## config.mk

```make
export PLATFORM = sky130hd
export DESIGN_NAME = tree_accum_ctrl
export DESIGN_NICKNAME = d
export VERILOG_FILES = /design/src/rtl/tree_accum_ctrl.sv
export SDC_FILE = /design/constraint.sdc
export NUM_CORES = 1
export LEC_CHECK = 0
export ABC_AREA = 0
export CAP_MARGIN = 10
export CORE_UTILIZATION = 40
export CTS_CLUSTER_SIZE = 12
export DETAILED_ROUTE_END_ITERATION = 7
export HOLD_SLACK_MARGIN = 0.1
export PLACE_DENSITY = 0.7
export SETUP_SLACK_MARGIN = 0.05
export SLEW_MARGIN = 0
export SYNTH_ARGS = -nofsm -noshare
export SYNTH_HDL_FRONTEND = slang
export SYNTH_SLANG_ARGS = --single-unit
export TNS_END_PERCENT = 10
```

## constraint.sdc

```tcl
create_clock -name clk -period 14.1 [get_ports clk]
set_clock_uncertainty 0.2 [all_clocks]
set_input_delay 2.82 -clock clk [delete_from_list [all_inputs] [get_ports clk]]
set_output_delay 2.82 -clock clk [all_outputs]
set_load 0.05 [all_outputs]
```

## src/rtl/tree_accum_ctrl.sv

```systemverilog
// tree_accum_ctrl: sequencing controller wrapped around a free-running adder tree.
//   Admits one product beat per cycle and gates the tree bias on the first
//   channel beat of each pixel. Each beat is followed through the tree latency
//   by a token. Per-channel tree sums are accumulated with saturation. On the
//   last channel the result is shifted, passed through optional ReLU, saturated
//   and placed in a single-entry valid/ready output register.
// Ports:
//   clk, rst_n                  clock, asynchronous active-low reset
//   start, cfg_*                layer start pulse and config (latched in IDLE)
//   busy, done                  layer status; done is a one-cycle pulse
//   in_valid/in_ready, bias_en  beat handshake from PE array, tree bias gate
//   tree_sum                    adder tree output, TREE_LATENCY after the beat
//   out_valid/out_ready/out_data  requantized result port
module tree_accum_ctrl #(
    parameter int TREE_WIDTH   = 20,
    parameter int ACC_WIDTH    = 24,
    parameter int OUT_WIDTH    = 8,
    parameter int TREE_LATENCY = 4,
    parameter int CH_W         = 10,
    parameter int PIX_W        = 16
) (
    input  logic                         clk,
    input  logic                         rst_n,
    input  logic                         start,
    input  logic [CH_W-1:0]              cfg_num_ch,
    input  logic [PIX_W-1:0]             cfg_num_pix,
    input  logic [4:0]                   cfg_shift,
    input  logic                         cfg_relu,
    output logic                         busy,
    output logic                         done,
    input  logic                         in_valid,
    output logic                         in_ready,
    output logic                         bias_en,
    input  logic signed [TREE_WIDTH-1:0] tree_sum,
    output logic                         out_valid,
    input  logic                         out_ready,
    output logic signed [OUT_WIDTH-1:0]  out_data
);

    typedef enum logic [1:0] {IDLE, RUN, DRAIN, DONE} state_t;

    localparam logic signed [ACC_WIDTH-1:0] ACC_MAX = {1'b0, {(ACC_WIDTH-1){1'b1}}};
    localparam logic signed [ACC_WIDTH-1:0] ACC_MIN = {1'b1, {(ACC_WIDTH-1){1'b0}}};
    localparam logic signed [ACC_WIDTH-1:0] OUT_MAX =
        {{(ACC_WIDTH-OUT_WIDTH+1){1'b0}}, {(OUT_WIDTH-1){1'b1}}};
    localparam logic signed [ACC_WIDTH-1:0] OUT_MIN =
        {{(ACC_WIDTH-OUT_WIDTH+1){1'b1}}, {(OUT_WIDTH-1){1'b0}}};

    state_t state, state_nxt;

    logic [CH_W-1:0]              ch_last, ch_cnt;
    logic [PIX_W-1:0]             pix_last, pix_cnt;
    logic [4:0]                   shift_q;
    logic                         relu_q;
    logic [TREE_LATENCY-1:0]      vld_pipe, first_pipe, last_pipe;
    logic signed [ACC_WIDTH-1:0]  acc;
    logic                         done_q;

    logic                         ch_is_last, lasts_in_flight, accept, tail_vld, tail_first, tail_last;
    logic signed [ACC_WIDTH-1:0]  tree_ext, acc_sat, acc_nxt, shifted, shifted_r;
    logic signed [ACC_WIDTH:0]    sum_wide;
    logic signed [OUT_WIDTH-1:0]  res;

    assign ch_is_last      = (ch_cnt == ch_last);
    assign lasts_in_flight = |(vld_pipe & last_pipe);
    assign tail_vld        = vld_pipe[TREE_LATENCY-1];
    assign tail_first      = first_pipe[TREE_LATENCY-1];
    assign tail_last       = last_pipe[TREE_LATENCY-1];

    // A last beat needs the output register to be free when its token
    // emerges: no other last in flight, and the held result (if any) leaving
    // this very cycle.
    assign in_ready = (state == RUN) &&
                      !(ch_is_last && (lasts_in_flight || (out_valid && !out_ready)));
    assign accept   = in_valid && in_ready;
    assign bias_en  = accept && (ch_cnt == '0);
    assign busy     = (state != IDLE);
    assign done     = done_q;

    // accumulate / requantize datapath for the token at the pipe tail
    always_comb begin
        tree_ext = {{(ACC_WIDTH-TREE_WIDTH){tree_sum[TREE_WIDTH-1]}}, tree_sum};
        sum_wide = {acc[ACC_WIDTH-1], acc} + {tree_ext[ACC_WIDTH-1], tree_ext};
        acc_sat  = sum_wide[ACC_WIDTH-1:0];
        if (sum_wide[ACC_WIDTH] != sum_wide[ACC_WIDTH-1])
            acc_sat = sum_wide[ACC_WIDTH] ? ACC_MIN : ACC_MAX;
        acc_nxt   = tail_first ? tree_ext : acc_sat;
        shifted   = acc_nxt >>> shift_q;
        shifted_r = (relu_q && shifted < 0) ? '0 : shifted;
        if (shifted_r > OUT_MAX)
            res = {1'b0, {(OUT_WIDTH-1){1'b1}}};
        else if (shifted_r < OUT_MIN)
            res = {1'b1, {(OUT_WIDTH-1){1'b0}}};
        else
            res = shifted_r[OUT_WIDTH-1:0];
    end

    always_comb begin
        state_nxt = state;
        case (state)
            IDLE:  if (start) state_nxt = (cfg_num_pix == '0) ? DONE : RUN;
            RUN:   if (accept && ch_is_last && pix_cnt == pix_last) state_nxt = DRAIN;
            DRAIN: if (!(|vld_pipe) && !out_valid) state_nxt = DONE;
            DONE:  state_nxt = IDLE;
            default: state_nxt = IDLE;
        endcase
    end

    always_ff @(posedge clk or negedge rst_n) begin
        if (!rst_n) begin
            state      <= IDLE;
            done_q     <= 1'b0;
            ch_last    <= '0;
            pix_last   <= '0;
            shift_q    <= '0;
            relu_q     <= 1'b0;
            ch_cnt     <= '0;
            pix_cnt    <= '0;
            vld_pipe   <= '0;
            first_pipe <= '0;
            last_pipe  <= '0;
            acc        <= '0;
            out_valid  <= 1'b0;
            out_data   <= '0;
        end else begin
            state  <= state_nxt;
            done_q <= (state == DONE);

            if (state == IDLE && start) begin
                ch_last  <= (cfg_num_ch == '0) ? '0 : cfg_num_ch - CH_W'(1);
                pix_last <= cfg_num_pix - PIX_W'(1);
                shift_q  <= cfg_shift;
                relu_q   <= cfg_relu;
                ch_cnt   <= '0;
                pix_cnt  <= '0;
            end else if (accept) begin
                if (ch_is_last) begin
                    ch_cnt  <= '0;
                    pix_cnt <= pix_cnt + PIX_W'(1);
                end else begin
                    ch_cnt <= ch_cnt + CH_W'(1);
                end
            end

            vld_pipe   <= {vld_pipe[TREE_LATENCY-2:0], accept};
            first_pipe <= {first_pipe[TREE_LATENCY-2:0], accept && (ch_cnt == '0)};
            last_pipe  <= {last_pipe[TREE_LATENCY-2:0], accept && ch_is_last};

            if (tail_vld) acc <= acc_nxt;

            // a newly emerging result wins over the clear from a handoff
            if (tail_vld && tail_last) begin
                out_valid <= 1'b1;
                out_data  <= res;
            end else if (out_valid && out_ready) begin
                out_valid <= 1'b0;
            end
        end
    end

endmodule
```

==> flow_summary.ini, run 1 <==
[job]
cap_violations = 0

[clocking]
clkTransAtPathRegs_ps = 90
holdBufCountCts = 0
cts_resized = 0
cts_inserted_buffers = 9
h-tree-depth = 3
clock_latency_ps = 370
cts_setup_buffers = 0
clockBufferDepth = 2
clockRootBuffer = clkbuf_16
cts_tree = done
cts_sinks = 106

[logic_synthesis]
synth-seq-cells = 106
async_reset_ff_share_pct = 100
ys_warn_count = 0
yosysSeqAreaShare_pct = 28.7
yosys_most_used_dff = dfrtp_1
synth_nets = 1213
synth_edf_count = 0
syn_area_per_cell_um2 = 8.27
synth_area_mm2 = 0.00925
syn_inst = 1119
yosysUniqueCellTypes = 101

[drt]
drtPass1Iterations = 8
ant_nets = 0
routed_wirelength_mm = 28.7
drtIter0Drc = 952
drcViolationCount = 0
vias = 9105
wl_per_cell_um = 20.0
vias_per_cell = 6.32

[timing]
tightest_slew_ps = 900
finalHoldViolations = 0
rsz0062_at_grt = false
fin_crit_ps = 9780
setup-violations-final = 0
final.setup.tns_ps = 0
fmax_mhz = 102
finalCritPeriodShare_pct = 69.4
relSlewSlack_pct = 39.5
finalMaxSlewViolations = 0

[worst_hold_path]
whs_path_depth = 0
min_path_type = reg2reg

[final_layout]
layout_commonest_cell = nand2_1
area_growth_pct = 11.8
final_nets = 1244
mostFrequentLayoutCells = nand2_1, nor2_1, dfrtp_1, o21ai_0, clkdlybuf4s50_1
diodes = 0
drive_gt1_share_pct = 8.05

[placement]
gp_congestion = 0.977
dp_hpwl_mm = 21.4
port_buffers = 69

[critical_path]
reg2reg_depth = 25
cp-end-kind = register
start_kind = primary input
arrival_ps = 9880
cp_max_fo = 15
worstSetupPathType = in2reg
required_ps = 14190

[grt]
grtUsageTotal_pct = 24.7
grt_pass1_wl_mm = 46.7
antenna_found_initial = 0
grt_overflow_total = 0
grt_pass1_vias = 8607
grt_max_degree = 60

[floorplan]
die_area_mm2 = 0.0237
core-area_mm2 = 0.0226
die_h_um = 154
num_rows = 55
start_util_pct = 40.9
die_w_um = 154
ioPinCount = 70

[status]
status = finished clean
## through the flow
stage	setup slack (ps)	utilization (%)	area [µm²]	hold WS, ps	std cells
6_report	4320	45.7	10300	154	1440
5_1_grt	3950	45.7	10300	167	1440
4_1_cts	4530	45.7	10300	155	1440
3_5_place_dp	4160	44.3	10000	135	1424
3_3_place_gp	4170	44.3	10000	135	1424
2_1_floorplan	5720	-	9250	131	1119
## synthesized netlist by cell type, drive strengths merged (6+ instances only)
cell type	instances	area share (%)
nor3	26	1.5
o22ai	8	0.61
xor2	34	3.2
o2111ai	12	1.1
o21ai	101	5.5
clkbuf	38	2.1
a21o	14	1.1
nor2b	6	0.41
mux2	13	1.6
xnor2	41	3.9
nor4	14	0.95
and3	13	0.88
dfrtp	106	29
inv	34	1.4
nand4	24	1.6
buf	21	1.5
nor2	110	4.5
or3	14	1.0
mux4	9	2.2
a21oi	69	4.2
a21boi	7	0.57
nand2b	13	0.88
o31ai	6	0.64
nand3	24	1.3
o32ai	6	0.57
nand2	128	5.2
a221oi	7	0.66
and2	10	0.72
a211oi	14	1.2
mux2i	17	1.8
a31oi	12	0.97
and4	6	0.60
ha	36	4.9
o211ai	22	1.8
or4	8	0.69
o21a	15	1.2
## flip-flops by register name (all words and copies together) (netlist names), 2 cells and up
register / count
acc: 24
out_data: 8
ch_last: 10
first_pipe: 4
last_pipe: 4
pix_cnt: 16
vld_pipe: 4
state: 2
pix_last: 16
ch_cnt: 10
shift_q: 5
## final cells by class
cell class / count / area (µm²)
clock inverters: 7 / 86.3
repair buffers: 81 / 778
clock buffers: 9 / 225
well taps: 285 / 357
fillers: 2169 / 12300
flip-flops and latches: 106 / 2650
multi-input cells: 916 / 6110
inverters: 36 / 135
## final timing paths
kind	from	to	slack (ps)
worst min-delay path	first_pipe[2]$_DFF_PN0_	first_pipe[3]$_DFF_PN0_	150
worst max register to register	acc[1]$_DFFE_PN0P_	out_data[4]$_DFFE_PN0P_	6850
worst min register to register	first_pipe[2]$_DFF_PN0_	first_pipe[3]$_DFF_PN0_	150
worst max-delay path	tree_sum[1]	out_data[4]$_DFFE_PN0P_	4320
max in group asynchronous	rst_n	pix_cnt[10]$_DFFE_PN0P_	10240
min in group asynchronous	rst_n	acc[14]$_DFFE_PN0P_	2300
## kinds of logic after synthesis
group | after synthesis | synth area share (%)
AO/OA/AOI/OAI | 355 | 26.8
XOR/XNOR | 75 | 7.10
adder cells (fa/ha/maj) | 37 | 5.09
buffers and inverters | 97 | 5.29
flip-flops | 106 | 28.7
multiplexers | 39 | 5.65
AND/OR/NAND/NOR | 410 | 21.4
## worst max-delay path: stages
cell	delay [ps]
clkdlybuf4s50_1	450
ha_1	300
a21o_2	150
nand4_1	220
a2111oi_4	620
nor2_1	100
o21ai_0	200
a21o_1	150
a21oi_1	70
nor2b_1	130
o21ai_0	80
nand2b_1	90
xor2_1	210
ha_1	500
inv_1	350
nand2_1	530
nor2_1	280
a31oi_1	280
nand3_1	110
a211oi_1	460
a21oi_1	170
o22a_2	290
nand4b_1	210
a221o_1	420
or4_4	550
o22ai_2	120
## layer usage
metal	GRT usage [%]	vias to the layer above	share of wire, %
met2	42.0	431	48
met3	3.66	89	7.3
met4	8.81	0	3.4
li1	-	4253	-
met5	0	-	0
met1	31.7	4332	42
Power of run 1 is not shown: default switching activity piles up to over one toggle a cycle in this logic, so the estimate is an artifact.
==> run 2: changes to the inputs <==
Clock period 14.1 ns to 9.7 ns, I/O delays scaled along.
==> flow_summary.ini, run 2 (synthesis gave the netlist of run 1 again) <==
[status]
status = finished clean

[clocking]
clockBufferDepth = 2
h-tree-depth = 3
cts_setup_buffers = 0
clock_latency_ps = 380
cts_inserted_buffers = 9
holdBufCountCts = 0
clockRootBuffer = clkbuf_16
cts_tree = done
cts_sinks = 106
cts_resized = 0
clkTransAtPathRegs_ps = 90

[timing]
tightest_slew_ps = 971
finalMaxSlewViolations = 0
fin_crit_ps = 8990
finalCritPeriodShare_pct = 92.7
setup-violations-final = 0
final.setup.tns_ps = 0
worst_hold_slack_ps = 161
fmax_mhz = 111
finalHoldViolations = 0
rsz0062_at_grt = false
relSlewSlack_pct = 35.0

[floorplan]
ioPinCount = 70
die_area_mm2 = 0.0237
core-area_mm2 = 0.0226
die_h_um = 154
num_rows = 55
die_w_um = 154
start_util_pct = 40.9

[final_layout]
final_core_util_pct = 45.8
layout_commonest_cell = nand2_1
largest_reg_flops = 24
fin_cells = 1444
area_growth_pct = 12.1
final_nets = 1248
regMostFlops = acc
drive_gt1_share_pct = 8.37
diodes = 0
largestRegisters = acc (24), pix_cnt (16), pix_last (16)
mostFrequentLayoutCells = nand2_1, nor2_1, dfrtp_1, o21ai_0, clkdlybuf4s50_1

[drt]
routed_wirelength_mm = 28.7
vias_per_cell = 6.25
ant_nets = 0
drcViolationCount = 0
drtPass1Iterations = 8
wl_per_cell_um = 19.9
drtIter0Drc = 861
vias = 9024

[placement]
gp_congestion = 0.984
place_inst = 1428
dp_hpwl_mm = 21.7
port_buffers = 69

[critical_path]
arrival_ps = 9080
start_kind = primary input
cp-end-kind = register
required_ps = 9790
worstSetupPathType = in2reg
cp_max_fo = 15

[worst_hold_path]
min_path_type = reg2reg

[grt]
grt_max_degree = 60
grtUsageTotal_pct = 24.7
grt_pass1_vias = 8596
grt_overflow_total = 0
grt_pass1_wl_mm = 46.3
antenna_found_initial = 0

[job]
cap_violations = 0
## run 2: cell count changes in the layout (fill, tap and decap cells not counted), sizes merged
| cell | previous run | this run |
|---|---|---|
| buf | 13 | 17 |
## run 2: stage by stage
| stage | cell area [µm²] | worst slack, ps |
|---|---|---|
| after CTS | 10400 | 1040 |
| after global placement | 10100 | 755 |
| after floorplan | 9250 | 2580 |
| final | 10400 | 712 |
| after detailed placement | 10100 | 668 |
| after global routing | 10400 | 531 |
## run 2: cell type report
class	count	area (µm²)
clock buffer	9	225
clock inverter	7	86.3
fill	2237	12300
inverter	36	135
multi-input combinational	916	6110
sequential	106	2650
tap	285	357
timing repair buffer	85	808
## run 2: worst paths after layout
| check | from | slack, ps | cells after the start | to |
|---|---|---|---|---|
| max | tree_sum[19] | 710 | 19 | out_data[4]$_DFFE_PN0P_ |
| min | first_pipe[2]$_DFF_PN0_ | 160 | 0 | first_pipe[3]$_DFF_PN0_ |
| max reg2reg | acc[1]$_DFFE_PN0P_ | 2530 | 25 | out_data[4]$_DFFE_PN0P_ |
| min reg2reg | first_pipe[2]$_DFF_PN0_ | 160 | 0 | first_pipe[3]$_DFF_PN0_ |
| max in group asynchronous | rst_n | 6720 | 2 | acc[11]$_DFFE_PN0P_ |
| min in group asynchronous | rst_n | 1410 | 1 | acc[20]$_DFFE_PN0P_ |
## run 2: routing by layer
layer / global-route usage (%) / share of wire [%] / wire, µm / vias to the layer above
met2: 41.4 / 48 / 13700 / 436
met1: 31.6 / 42 / 12200 / 4269
met3: 3.97 / 6.9 / 1990 / 69
li1: - / - / - / 4250
met5: 0 / 0 / 0 / -
met4: 9.81 / 3.1 / 883 / 0
## run 2: critical path, cell delays in order
cell and delay [ps]:
clkdlybuf4s50_1 570, ha_1 680, nand4_1 320, or2_0 440
nor2_1 430, o21ai_0 270, ha_1 660, inv_1 360
nand2_1 220, buf_4 240, nor2_1 60, a2111oi_0 820
o21ai_2 200, mux4_2 530, nand2_2 90, nand4b_1 120
a221o_1 440, or4_4 560, o22ai_2 110
Power of run 2 is left out for the same reason.
==> run 3: changes to the inputs <==
Settings changed: GPL_TIMING_DRIVEN from default to 0, HOLD_SLACK_MARGIN 0.1 to 0.03.
==> flow_summary.ini, run 3 (synthesis gave the netlist of run 1 again) <==
[grt]
grtUsageTotal_pct = 26.4
grt_pass1_wl_mm = 48.8
grt_pass1_vias = 8919
use_met3_pct = 4.43
grt_use_met2_pct = 43.1
antenna_found_initial = 0
grt_overflow_total = 0
grt_use_met1_pct = 33.4
grt_max_degree = 73
grt-busiest-layer = met2

[clocking]
clockBufferDepth = 2
clock_latency_ps = 370
cts_setup_buffers = 0
clkTransAtPathRegs_ps = 80
cts_inserted_buffers = 9
cts_sinks = 106
h-tree-depth = 3
holdBufCountCts = 0
cts_resized = 0
cts_tree = done
clockRootBuffer = clkbuf_16

[timing]
relSlewSlack_pct = 39.5
fmax_mhz = 111
finalHoldViolations = 0
finalCritPeriodShare_pct = 93.3
tightest_slew_ps = 899
final.setup.tns_ps = 0
fin_crit_ps = 9050
setup-violations-final = 0
finalMaxSlewViolations = 0
rsz0062_at_grt = false
fin_ws_ps = 654

[critical_path]
critPathMaxStageDelay_ps = 660
cp_top_family = compound AO/OA/AOI/OAI gates
cp-end-kind = register
cp_max_fo = 10
crit_slowest_cell = a21oi_1
crit_buf_inv = 3
arrival_ps = 9130
reg2reg_depth = 24
start_kind = primary input
crit_cells = 25
required_ps = 9780
r2r_end = out_data[4]$_DFFE_PN0P_
r2r-start = acc[6]$_DFFE_PN0P_
cpMostUsedCell = a21oi_1
r2r_slack_ps = 2400
worstSetupPathType = in2reg

[floorplan]
core-area_mm2 = 0.0226
die_area_mm2 = 0.0237
die_h_um = 154
num_rows = 55
start_util_pct = 40.9
die_w_um = 154
ioPinCount = 70

[final_layout]
mostFrequentLayoutCells = nand2_1, nor2_1, dfrtp_1, o21ai_0, clkdlybuf4s50_1
regMostFlops = acc
largest_reg_flops = 24
largestRegisters = acc (24), pix_cnt (16), pix_last (16)
layout_commonest_cell = nand2_1
area_growth_pct = 15.0
fillers = 2242
diodes = 0
final_nets = 1294
drive_gt1_share_pct = 8.80
fin_cells = 1490

[drt]
drcViolationCount = 0
routed_wirelength_mm = 30.5
vias_per_cell = 6.21
wl_per_cell_um = 20.5
drtIter0Drc = 930
drtPass1Iterations = 5
vias = 9257
ant_nets = 0

[placement]
gp_congestion = 1.01
place_inst = 1474
port_buffers = 69
dp_hpwl_mm = 23.7
place_ws_ps = 671

[worst_hold_path]
min_path_type = reg2reg
worstHoldStart = first_pipe[2]$_DFF_PN0_
hold_end = first_pipe[3]$_DFF_PN0_
whs_path_depth = 0

[status]
status = finished clean

[job]
cap_violations = 0
## run 3: changes by cell type in the layout (fill, tap and decap cells not counted), sizes merged
cell           change
clkbuf            +38
buf                +6
clkdlybuf4s25      +1
dlygate4sd1        +1
## run 3: metrics by stage
| stage | instance area [µm²] | hold WS, ps | utilization (%) |
|---|---|---|---|
| after global routing | 10600 | 172 | 47.0 |
| after CTS | 10600 | 151 | 47.0 |
| after global placement | 10300 | 132 | 45.5 |
| after detailed placement | 10300 | 135 | 45.6 |
| final | 10600 | 153 | 47.0 |
| after floorplan | 9250 | 131 | - |
## run 3: worst register-to-register path, stage by stage, from the launching register on
cell,delay [ps]
dfrtp_1,380
ha_1,400
a21oi_1,140
o21a_2,260
o21ai_0,580
nor2_1,80
o21ai_0,200
a21o_1,140
a21oi_1,60
nor2b_1,120
o21ai_0,70
nand2b_1,100
xor2_1,220
ha_1,340
inv_1,100
clkbuf_1,510
a311o_2,300
nand2_1,330
a21oi_1,670
o32ai_1,330
a21oi_1,450
a311oi_1,200
a221o_1,370
or4_4,560
o22ai_2,120
## run 3: final cells by class
cell class              instances  area [µm²]  area share, %
inverters                      36         135           1.27
plain buffers                  61         354           3.33
multi-input cells             916        6110           57.4
clock inverters                 7        86.3          0.812
repair buffers                 70         716           6.73
flip-flops and latches        106        2650           24.9
clock buffers                   9         225           2.12
well taps                     285         357           3.35
## run 3: layer usage
metal | part of all wire [%] | wire [µm]
met5 | 0 | 0
met2 | 46 | 14100
met4 | 5.2 | 1600
met3 | 7.0 | 2120
met1 | 42 | 12700
## run 3: worst max path at each step
stage | startpoint | endpoint | slack, ps
2_1_floorplan | tree_sum[1] | out_data[4]$_DFFE_PN0P_ | 2580
4_1_cts | tree_sum[6] | out_data[4]$_DFFE_PN0P_ | 1030
6_report | tree_sum[6] | out_data[4]$_DFFE_PN0P_ | 650
3_3_place_gp | tree_sum[6] | out_data[4]$_DFFE_PN0P_ | 590
5_1_grt | tree_sum[6] | out_data[4]$_DFFE_PN0P_ | 430
3_5_place_dp | tree_sum[6] | out_data[4]$_DFFE_PN0P_ | 670
Power of run 3 is left out for the same reason.
